--- src/rtl/temp_sense_pkg.sv ---
// temp_sense_pkg: shared types and constants for the temperature-sense controller.
// Holds the controller state enum, the sensor code offset, the clamp ceiling
// and the BCD digit width used by the converter and the result bus.
package temp_sense_pkg;

  localparam int TSD_OFFSET  = 128;  // ADC code that corresponds to 0 degrees C
  localparam int TEMP_MAX    = 99;   // highest displayable temperature
  localparam int BCD_DIGIT_W = 4;    // bits per BCD digit

  typedef enum logic [2:0] {
    ST_IDLE    = 3'd0,
    ST_CLEAR   = 3'd1,
    ST_CONVERT = 3'd2,
    ST_CAPTURE = 3'd3,
    ST_CALC    = 3'd4,
    ST_BCD     = 3'd5,
    ST_PRESENT = 3'd6,
    ST_WAIT    = 3'd7
  } state_e;

endpackage

--- src/rtl/temp_sense_ctrl_if.sv ---
// temp_sense_ctrl_if: ADC-side and display-side signals of the controller.
// ADC side: ts_out/ts_done in, ts_enable/ts_clear out.
// Display side: temp_valid/temp_ready handshake carrying raw code, BCD and clamp flags.
interface temp_sense_ctrl_if;
  logic [7:0] ts_out;
  logic       ts_done;
  logic       ts_enable;
  logic       ts_clear;
  logic       temp_valid;
  logic       temp_ready;
  logic [7:0] temp_raw;
  logic [7:0] temp_bcd;
  logic       temp_under;
  logic       temp_over;

  // master: the controller
  modport master (
    input  ts_out, ts_done, temp_ready,
    output ts_enable, ts_clear, temp_valid, temp_raw, temp_bcd, temp_under, temp_over
  );

  // slave: ADC model plus display stage
  modport slave (
    output ts_out, ts_done, temp_ready,
    input  ts_enable, ts_clear, temp_valid, temp_raw, temp_bcd, temp_under, temp_over
  );
endinterface

--- src/rtl/temp_sense_ctrl_bcd.sv ---
// bin_to_bcd99: sequential 0..99 binary to two-digit BCD, one subtract-10 per cycle.
// Ports: clk_i, rst_n_i, start_i/bin_i load a value; done_o is high while bcd_o is final.
// done_o asserts the cycle the remainder drops below 10 (at most 9 subtractions).
module bin_to_bcd99 import temp_sense_pkg::*; (
  input  logic                       clk_i,
  input  logic                       rst_n_i,
  input  logic                       start_i,
  input  logic [6:0]                 bin_i,
  output logic                       done_o,
  output logic [2*BCD_DIGIT_W-1:0]   bcd_o
);

  logic                   busy_q, busy_d;
  logic [6:0]             rem_q, rem_d;
  logic [BCD_DIGIT_W-1:0] tens_q, tens_d;

  always_comb begin
    busy_d = busy_q;
    rem_d  = rem_q;
    tens_d = tens_q;
    if (start_i) begin
      busy_d = 1'b1;
      rem_d  = bin_i;
      tens_d = '0;
    end else if (busy_q) begin
      if (rem_q >= 7'd10) begin
        rem_d  = rem_q - 7'd10;
        tens_d = tens_q + BCD_DIGIT_W'(1);
      end else begin
        busy_d = 1'b0;
      end
    end
  end

  always_ff @(posedge clk_i or negedge rst_n_i) begin
    if (!rst_n_i) begin
      busy_q <= 1'b0;
      rem_q  <= '0;
      tens_q <= '0;
    end else begin
      busy_q <= busy_d;
      rem_q  <= rem_d;
      tens_q <= tens_d;
    end
  end

  assign done_o = busy_q && (rem_q < 7'd10);
  assign bcd_o  = {tens_q, rem_q[BCD_DIGIT_W-1:0]};

endmodule

--- src/rtl/temp_sense_ctrl.sv ---
// temp_sense_ctrl: periodic temperature sampling -> clamp -> BCD -> valid/ready result.
// Ports: clk_50mhz, rst_50mhz_n (async assert, sync release), start level, bus (ADC +
// display), timeout_err sticky. Result held stable in PRESENT until temp_ready.
module temp_sense_ctrl import temp_sense_pkg::*; #(
  parameter int unsigned SAMPLE_PERIOD = 50000000,
  parameter int unsigned CONV_TIMEOUT  = 1000000,
  parameter int unsigned CLEAR_CYCLES  = 4
) (
  input  logic                  clk_50mhz,
  input  logic                  rst_50mhz_n,
  input  logic                  start,
  temp_sense_ctrl_if.master     bus,
  output logic                  timeout_err
);

  // Reset asserts immediately, releases two clocks after the pin goes high.
  logic [1:0] rst_sync_q;
  logic       rst_n;

  always_ff @(posedge clk_50mhz or negedge rst_50mhz_n) begin
    if (!rst_50mhz_n) rst_sync_q <= 2'b00;
    else              rst_sync_q <= {rst_sync_q[0], 1'b1};
  end
  assign rst_n = rst_sync_q[1];

  // ts_done comes from the ADC clock domain.
  logic [1:0] done_sync_q;
  logic       done_s;

  always_ff @(posedge clk_50mhz or negedge rst_n) begin
    if (!rst_n) done_sync_q <= 2'b00;
    else        done_sync_q <= {done_sync_q[0], bus.ts_done};
  end
  assign done_s = done_sync_q[1];

  state_e      state_q, state_d;
  logic [31:0] period_q, period_d;  // cycles left until the next sample may start
  logic [31:0] cyc_q, cyc_d;        // per-state cycle count for CLEAR and CONVERT
  logic [7:0]  raw_q, raw_d;
  logic [7:0]  bcd_q, bcd_d;
  logic        under_q, under_d;
  logic        over_q, over_d;
  logic        terr_q, terr_d;

  logic signed [8:0] t;
  logic [6:0]        bin_clamp;
  logic              bcd_start;
  logic              bcd_done;
  logic [7:0]        bcd_res;

  always_comb begin
    t = $signed({1'b0, raw_q}) - $signed(9'(TSD_OFFSET));
    if (t[8])                             bin_clamp = 7'd0;
    else if (t > $signed(9'(TEMP_MAX)))   bin_clamp = 7'(TEMP_MAX);
    else                                  bin_clamp = t[6:0];
  end

  always_comb begin
    state_d   = state_q;
    period_d  = period_q;
    cyc_d     = cyc_q;
    raw_d     = raw_q;
    bcd_d     = bcd_q;
    under_d   = under_q;
    over_d    = over_q;
    terr_d    = terr_q;
    bcd_start = 1'b0;

    if (state_q != ST_IDLE && period_q != 32'd0) period_d = period_q - 32'd1;

    case (state_q)
      ST_IDLE: begin
        if (start) begin
          state_d  = ST_CLEAR;
          period_d = SAMPLE_PERIOD - 32'd1;
          cyc_d    = 32'd0;
        end
      end
      ST_CLEAR: begin
        if (cyc_q == CLEAR_CYCLES - 32'd1) begin
          state_d = ST_CONVERT;
          cyc_d   = 32'd0;
        end else begin
          cyc_d = cyc_q + 32'd1;
        end
      end
      ST_CONVERT: begin
        // A done arriving on the timeout cycle still counts as a good conversion.
        if (done_s) begin
          state_d = ST_CAPTURE;
        end else if (cyc_q == CONV_TIMEOUT - 32'd1) begin
          terr_d  = 1'b1;
          state_d = ST_WAIT;
        end else begin
          cyc_d = cyc_q + 32'd1;
        end
      end
      ST_CAPTURE: begin
        raw_d   = bus.ts_out;
        state_d = ST_CALC;
      end
      ST_CALC: begin
        under_d   = t[8];
        over_d    = !t[8] && (t > $signed(9'(TEMP_MAX)));
        bcd_start = 1'b1;
        state_d   = ST_BCD;
      end
      ST_BCD: begin
        if (bcd_done) begin
          bcd_d   = bcd_res;
          state_d = ST_PRESENT;
        end
      end
      ST_PRESENT, ST_WAIT: begin
        // A late handshake with the period already expired skips WAIT entirely.
        if ((state_q == ST_PRESENT && bus.temp_ready && period_q == 32'd0) ||
            (state_q == ST_WAIT && period_q == 32'd0)) begin
          if (start) begin
            state_d  = ST_CLEAR;
            period_d = SAMPLE_PERIOD - 32'd1;
            cyc_d    = 32'd0;
          end else begin
            state_d = ST_IDLE;
          end
        end else if (state_q == ST_PRESENT && bus.temp_ready) begin
          state_d = ST_WAIT;
        end
      end
      default: state_d = ST_IDLE;
    endcase
  end

  always_ff @(posedge clk_50mhz or negedge rst_n) begin
    if (!rst_n) begin
      state_q  <= ST_IDLE;
      period_q <= '0;
      cyc_q    <= '0;
      raw_q    <= '0;
      bcd_q    <= '0;
      under_q  <= 1'b0;
      over_q   <= 1'b0;
      terr_q   <= 1'b0;
    end else begin
      state_q  <= state_d;
      period_q <= period_d;
      cyc_q    <= cyc_d;
      raw_q    <= raw_d;
      bcd_q    <= bcd_d;
      under_q  <= under_d;
      over_q   <= over_d;
      terr_q   <= terr_d;
    end
  end

  bin_to_bcd99 u_bcd (
    .clk_i   (clk_50mhz),
    .rst_n_i (rst_n),
    .start_i (bcd_start),
    .bin_i   (bin_clamp),
    .done_o  (bcd_done),
    .bcd_o   (bcd_res)
  );

  assign bus.ts_clear   = (state_q == ST_CLEAR);
  assign bus.ts_enable  = (state_q == ST_CONVERT);
  assign bus.temp_valid = (state_q == ST_PRESENT);
  assign bus.temp_raw   = raw_q;
  assign bus.temp_bcd   = bcd_q;
  assign bus.temp_under = under_q;
  assign bus.temp_over  = over_q;
  assign timeout_err    = terr_q;

endmodule
--- src/flat_wrapper.sv ---
// flat-port wrapper written by rule: the top's interface ports become plain ports
module temp_sense_ctrl_flat import temp_sense_pkg::*;
#(
  parameter int unsigned SAMPLE_PERIOD = 50000000,
  parameter int unsigned CONV_TIMEOUT  = 1000000,
  parameter int unsigned CLEAR_CYCLES  = 4
)
  (clk_50mhz, rst_50mhz_n, start, timeout_err, bus_ts_out, bus_ts_done, bus_temp_ready, bus_ts_enable, bus_ts_clear, bus_temp_valid, bus_temp_raw, bus_temp_bcd, bus_temp_under, bus_temp_over);
  temp_sense_ctrl_if bus_i ();
  input  logic clk_50mhz;
  input  logic rst_50mhz_n;
  input  logic start;
  output logic timeout_err;
  input wire logic [$bits(bus_i.ts_out)-1:0] bus_ts_out;
  input wire logic [$bits(bus_i.ts_done)-1:0] bus_ts_done;
  input wire logic [$bits(bus_i.temp_ready)-1:0] bus_temp_ready;
  output wire logic [$bits(bus_i.ts_enable)-1:0] bus_ts_enable;
  output wire logic [$bits(bus_i.ts_clear)-1:0] bus_ts_clear;
  output wire logic [$bits(bus_i.temp_valid)-1:0] bus_temp_valid;
  output wire logic [$bits(bus_i.temp_raw)-1:0] bus_temp_raw;
  output wire logic [$bits(bus_i.temp_bcd)-1:0] bus_temp_bcd;
  output wire logic [$bits(bus_i.temp_under)-1:0] bus_temp_under;
  output wire logic [$bits(bus_i.temp_over)-1:0] bus_temp_over;
  assign bus_i.ts_out = bus_ts_out;
  assign bus_i.ts_done = bus_ts_done;
  assign bus_i.temp_ready = bus_temp_ready;
  assign bus_ts_enable = bus_i.ts_enable;
  assign bus_ts_clear = bus_i.ts_clear;
  assign bus_temp_valid = bus_i.temp_valid;
  assign bus_temp_raw = bus_i.temp_raw;
  assign bus_temp_bcd = bus_i.temp_bcd;
  assign bus_temp_under = bus_i.temp_under;
  assign bus_temp_over = bus_i.temp_over;
  temp_sense_ctrl #(.SAMPLE_PERIOD(SAMPLE_PERIOD), .CONV_TIMEOUT(CONV_TIMEOUT), .CLEAR_CYCLES(CLEAR_CYCLES)) u_core (.clk_50mhz(clk_50mhz), .rst_50mhz_n(rst_50mhz_n), .start(start), .bus(bus_i), .timeout_err(timeout_err));
endmodule
--- config.mk ---
export PLATFORM = sky130hd
export DESIGN_NAME = temp_sense_ctrl_flat
export DESIGN_NICKNAME = d
export VERILOG_FILES = /design/src/rtl/temp_sense_pkg.sv /design/src/rtl/temp_sense_ctrl_if.sv /design/src/rtl/temp_sense_ctrl_bcd.sv /design/src/rtl/temp_sense_ctrl.sv /design/src/flat_wrapper.sv
export SDC_FILE = /design/constraint.sdc
export NUM_CORES = 1
export LEC_CHECK = 0
export ABC_AREA = 1
export ABC_CLOCK_PERIOD_IN_PS = 4300
export BUFFER_PORTS_ARGS = -buffer_cell sky130_fd_sc_hd__buf_2
export CORE_MARGIN = 2
export CORE_UTILIZATION = 50
export DETAILED_ROUTE_END_ITERATION = 7
export GPL_TIMING_DRIVEN = 0
export PLACE_DENSITY_LB_ADDON = 0.3
export RECOVER_POWER = 50
export SLEW_MARGIN = 20
export SYNTH_ARGS = -nofsm -noshare
export SYNTH_HDL_FRONTEND = slang
export SYNTH_SLANG_ARGS = --single-unit
--- constraint.sdc ---
create_clock -name clk_50mhz -period 4.3 [get_ports clk_50mhz]
set_input_delay 0.215 -clock clk_50mhz [delete_from_list [all_inputs] [get_ports clk_50mhz]]
set_output_delay 0.215 -clock clk_50mhz [all_outputs]
set_load 0.005 [all_outputs]
After elaboration in Yosys (flattened, before gate mapping):

Index checks and enable logic that the tools add are counted.

* $add $sub $neg: 5
* $lt $le $gt $ge: 3
* equality and inequality tests: 17
* mux-type cells: 31
* bitwise logic cells: 1
* reduce and logical (&&, ||, !) cells: 21

Operators by type and width (number)
* 32-bit 2-to-1 mux: 8
* 32-bit one-hot mux with 4 select lines: 1
* 32-bit one-hot mux with 2 select lines: 1
* 7-bit 2-to-1 mux: 5
* 32-bit by 1-bit adder with 32-bit output, second input constant: 1
* 32-bit by 2-bit equality test with 1-bit output, second input constant: 1
* 32-bit by 20-bit equality test with 1-bit output, second input constant: 1
* 32-bit logical NOT: 1
* 32-bit nonzero test: 1
* 32-bit by 1-bit subtractor with 32-bit output, second input constant: 1
* 3-bit 2-to-1 mux: 7
* 3-bit one-hot mux with 7 select lines: 1
* 3-bit equality test, second input constant: 4
* 4-bit 2-to-1 mux: 3
* 9-bit by 8-bit > comparator with 1-bit output, second input constant: 1
* 8-bit by 8-bit subtractor with 9-bit output, second input constant: 1
* 7-bit by 4-bit >= comparator with 1-bit output, second input constant: 1
* 7-bit by 4-bit less-than comparator with 1-bit output, second input constant: 1
* 7-bit by 4-bit subtractor with 7-bit output, second input constant: 1
* 3-bit by 2-bit equality test with 1-bit output, second input constant: 2
* 1-bit logical AND: 6
* 2-bit by 1-bit != test with 1-bit output, second input constant: 3
* 2-bit != test, second input constant: 3
* 3-bit by 1-bit != test with 1-bit output, second input constant: 2
* 15 further kinds: 21

* flip-flop bits (word level): 102
* input bits: 13
* output and inout port bits: 22
* logic and storage cells: 91

Longest topological paths before layout:

* depth after elaboration: 6
* gate-level depth with buffers: 15
* gate-level depth less buffers: 14

Hierarchy:

From an unflattened synthesis, not the netlist that was laid out.

* cell total of the unflattened synthesis: 1023
* area, all modules: 6784.0 sq um

Modules (own cells, without submodules)
* temp_sense_ctrl: times used 1, cells each 919, area an instance 6033.3 sq um, seq. area each 2252.2 sq um
* bin_to_bcd99: times used 1, cells each 104, area an instance 750.7 sq um, seq. area each 300.3 sq um

Least setup slack after synthesis:

No wires, ideal clock.

* kind: register -> register
* start point: reg u_core.period_q[0]
* end point: reg u_core.cyc_q[6]
* setup time: 0.065 ns
* arrival: 1.658 ns
* required time: 4.235 ns
* slack: 2.577 ns
* stages on the path, launching flop included: 16
* path buffers: 1
* path through: dfrtp_1 > inv_1 > ha_1 > inv_1 > nor2_1 > nand2_1 > nor2_4 > nand2_4 > nor2_8 > nand2_2 > nand2_4 > nand2_2 > nor2_4 > buf_6 > nand2_1 > nand2_1

* cells in the longest elaborated chain, start to end: 5

RTL lines
* start: declaration: line temp_sense_ctrl.sv:37 `logic [31:0] period_q, period_d;`
* start signal: assignment: line temp_sense_ctrl.sv:145 `period_q <= period_d;`
* 32-bit logical NOT *: line temp_sense_ctrl.sv:116, temp_sense_ctrl.sv:117
* 1-bit logical AND (on tied branches): line temp_sense_ctrl.sv:116, temp_sense_ctrl.sv:117
* 1-bit logical OR *: line temp_sense_ctrl.sv:116 `if ((state_q == ST_PRESENT && bus.temp_ready && period_q == 32'd0) ||`
* 2-bit by 1-bit != test with 1-bit output (no line) *
* 4-bit AND reduction (no line) *
* end signal: assignment: line temp_sense_ctrl.sv:146 `cyc_q <= cyc_d;`
* end: declaration: line temp_sense_ctrl.sv:38 `logic [31:0] cyc_q, cyc_d;`

Every way passes the cells marked *; elsewhere a longest branch is shown, timed or not.
A chain may end at the register's enable or synchronous reset.

==> impl_metrics.env <==
export IMPL_outcome="finished with violations"
export IMPL_violations="max-capacitance violations, max-slew violations"
export IMPL_antennaDiodeCount=0
export IMPL_synth_top_cells_by_count="342 x sky130_fd_sc_hd__nand2_1, 170 x sky130_fd_sc_hd__nor2_1, 102 x sky130_fd_sc_hd__dfrtp_1"
export IMPL_dpl_instance_area_sq_mm=0.006990
export IMPL_detail_route_iter0_violations=441
export IMPL_cp_data_required_time_ps=4290
export IMPL_syn_instance_count=978
export IMPL_antenna_found_initial=0
export IMPL_rsz_0062_raised_after_global_routing="no"
export IMPL_wl_per_cell_microns=13.53
export IMPL_pin_count_of_the_biggest_net_entering_global_routing=54
export IMPL_first_pass_iters=5
export IMPL_antenna_violating_nets_post_route=0
export IMPL_total_overflow_reported_by_the_global_router=0
export IMPL_r2r_end="u_core.cyc_q[8]"
export IMPL_class_of_the_tightest_hold_or_removal_check="in -> reg"
export IMPL_worst_setup_path_end_kind="async pin"
export IMPL_synthesis_area_sq_mm=0.006574
export IMPL_power_switching_fraction_pct=43.85
export IMPL_synthToLayoutAreaGrowth_pct=10.68
export IMPL_finalWeightedCongestion=0.9692
export IMPL_clock_skew_ps=10.63
export IMPL_critical_path_max_fanout=53
export IMPL_worst_tran_pin_value_ps=2289
export IMPL_arrival_ps=2280
export IMPL_post_cts_resize_count=0
export IMPL_cts_inserted_buffers=9
export IMPL_yosysWarnings=0
export IMPL_vias_per_cell=5.086
export IMPL_hold_path_depth=2
export IMPL_chipWidth_microns=118.7
export IMPL_timing_max_slew_rel_slack_pct=-52.59
export IMPL_route_detailed_drc=0
export IMPL_detailedPlace_worstSlack_ps=2139
export IMPL_switching_power_mw=1.767
export IMPL_worst_hold_path_ep="u_core.bus.temp_raw[3]"
export IMPL_origin_of_the_worst_setup_path="u_core.rst_sync_q[1]"
export IMPL_hold_violations=0
export IMPL_die_height_microns=118.7
export IMPL_synth_net_count=996
export IMPL_hold_buffers=2
export IMPL_power_density_cell_area_mw_per_mm2=553.8
export IMPL_globalRouteTotalUtil_pct=23.86
export IMPL_layout_min_cycle_time_ps=2288
export IMPL_synthArstFlopShare_pct=100.0
export IMPL_ir_drop_mv=0.3629
export IMPL_die_area_sq_mm=0.01408
export IMPL_final_instance_area_sq_mm=0.007276
export IMPL_final_max_slew_violation_count=53
export IMPL_p_int_mw=2.263
export IMPL_rows=41
export IMPL_cts_post_setup_buffers_inserted=0
export IMPL_reg2reg_setup_slack_ps=2010
export IMPL_cts_root_buffer="sky130_fd_sc_hd__clkbuf_16"
export IMPL_io_buffers=34
export IMPL_final_layout_size_suffix_gt1_share_pct=10.38
export IMPL_finalCoreUtilization_pct=57.19
export IMPL_portion_of_total_power_attributed_to_combinational_logic_pct=44.2
export IMPL_final_setup_viol_count=0
export IMPL_wire_length_after_detailed_routing_microns=16280
export IMPL_dp_hpwl_microns=12210
export IMPL_fin_setup_tns_ps=0
export IMPL_layout_worst_path_cycle_share_pct=53.21
export IMPL_fin_total_pwr_mw=4.030
export IMPL_timing_max_cap_violations=1
export IMPL_yosys_cell_count_top_type="sky130_fd_sc_hd__nand2_1"
export IMPL_worst_skew_pair_late_latency_ps=360
export IMPL_floorplan_io_pins=35
export IMPL_initial_utilization_pct=51.67
export IMPL_maxClockFrequency_ghz=0.4370
export IMPL_route_vias_total=6118
export IMPL_fp_coreArea_sq_mm=0.01272
export IMPL_vias_in_the_first_global_route=5569
export IMPL_total_leakage_power_nw=3.484
export IMPL_timing_hold_worst_start="bus_ts_out[3]"
export IMPL_finalNetCount=1044
export IMPL_yosysSeqAreaShare_pct=38.83
export IMPL_cts_tree="done"
export IMPL_synth_top_cells_by_area="sky130_fd_sc_hd__dfrtp_1 39%, sky130_fd_sc_hd__nand2_1 20%, sky130_fd_sc_hd__nor2_1 9.7%"
export IMPL_worst_r2r_cell_count=0
export IMPL_clock_sink_count=102
export IMPL_synth_seq_cells=102
export IMPL_critical_r2r_launch="u_core.rst_sync_q[1]"
export IMPL_yosys_area_top_type_share_pct=38.83
export IMPL_htree_num_levels=3
export IMPL_critPathKind="reg -> async"
export IMPL_clk_pin_slew_worst_paths_ps=80
export IMPL_clock_power_share_pct=19.9
export IMPL_synth_edf_count=0
export IMPL_synth_largest_area_cell="sky130_fd_sc_hd__dfrtp_1"
export IMPL_synth_flop_cell="sky130_fd_sc_hd__dfrtp_1"
export IMPL_cp_start_kind="register"
export IMPL_fillCellCount=1323
export IMPL_ys_types=42
export IMPL_grt_pass1_wl_microns=27260
export IMPL_finalWorstSetupSlack_ps=2012
export IMPL_synth_avg_cell_area_sq_um=6.722
export IMPL_seq_power_share_pct=36.0
export IMPL_clock_tree_buffer_depth=2
==> layout by cell type, fill, tap and decap left out, types with 15 or more instances in the layout <==
master,instances
sky130_fd_sc_hd__xor2_1,15
sky130_fd_sc_hd__nor2_1,170
sky130_fd_sc_hd__clkbuf_1,16
sky130_fd_sc_hd__nand2_1,342
sky130_fd_sc_hd__a21oi_1,34
sky130_fd_sc_hd__inv_1,81
sky130_fd_sc_hd__buf_2,32
sky130_fd_sc_hd__dfrtp_1,102
sky130_fd_sc_hd__nand3_1,69
sky130_fd_sc_hd__o21ai_0,42
==> worst max path at each step <==
stage / end / slack [ps] / cells past startpoint
final: u_core.cyc_q[8] / 2010 / 0
after global routing: u_core.period_q[5] / 1540 / 0
after CTS: u_core.cyc_q[16] / 2110 / 9
after detailed placement: u_core.cyc_q[16] / 2140 / 9
after global placement: u_core.period_q[5] / 10 / 0
after floorplan: u_core.bus.temp_bcd[0] / 1250 / 0
==> power by group through the flow <==
stage	sequential, mW	combinational (mW)	clock [mW]
detailed placement	1.46	1.78	0
global route	1.49	2.02	0.855
global placement	1.46	1.73	0
CTS	1.45	1.79	0.822
floorplan	1.41	1.33	0
finish	1.45	1.78	0.801
==> registers in the layout (all words and copies together) (netlist names) <==
name                   flops
u_core.bus.temp_bcd        8
u_core.bus.temp_over       1
u_core.bus.temp_raw        8
u_core.bus.temp_under      1
u_core.cyc_q              32
u_core.done_sync_q         2
u_core.period_q           32
u_core.rst_sync_q          2
u_core.state_q             3
u_core.timeout_err         1
u_core.u_bcd.busy_q        1
u_core.u_bcd.rem_q         7
u_core.u_bcd.tens_q        4
==> cell type report <==
| class | instances | area, sq um | share of cell area [%] |
|---|---|---|---|
| Timing Repair Buffer | 37 | 207.7 | 2.855 |
| Clock buffer | 10 | 229.0 | 3.147 |
| Sequential cell | 102 | 2552 | 35.08 |
| Multi-Input combinational cell | 761 | 3520 | 48.37 |
| Tap cell | 172 | 215.2 | 2.958 |
| Inverter | 89 | 335.3 | 4.609 |
| Buffer | 26 | 165.2 | 2.270 |
| Clock inverter | 6 | 51.30 | 0.7051 |
==> kinds of logic (layout without fill, tap and decap cells) <==
group                      Yosys count  after routing  synth area share [%]
AOI/OAI and AO/OA                   94             94                 7.861
other                                1              1               0.05704
and+or+nand+nor                    632            632                 40.62
buffers and inverters              115            168                 7.632
DFF                                102            102                 38.83
adders and majority gates            5              5                0.9517
muxes                                5              5                0.8564
xor gates and xnor gates            24             24                 3.198
==> metrics by stage <==
step | hold slack, ps | cells
finish | 78.89 | 1203
global route | 78.35 | 1203
global placement | 0.08440 | 1184
floorplan | -80.59 | 978
detailed placement | 0.5805 | 1185
CTS | 70.12 | 1203
==> routing by layer <==
| metal | vias to the layer above | part of all wire (%) | track usage, % |
|---|---|---|---|
| met5 | - | 0 | 0 |
| met4 | 0 | 1.4 | 6.920 |
| met3 | 19 | 5.1 | 3.909 |
| met2 | 163 | 45 | 37.21 |
| met1 | 2761 | 48 | 34.18 |
| li1 | 3175 | - | - |
Note: power is estimated with default switching activity, not from simulation.
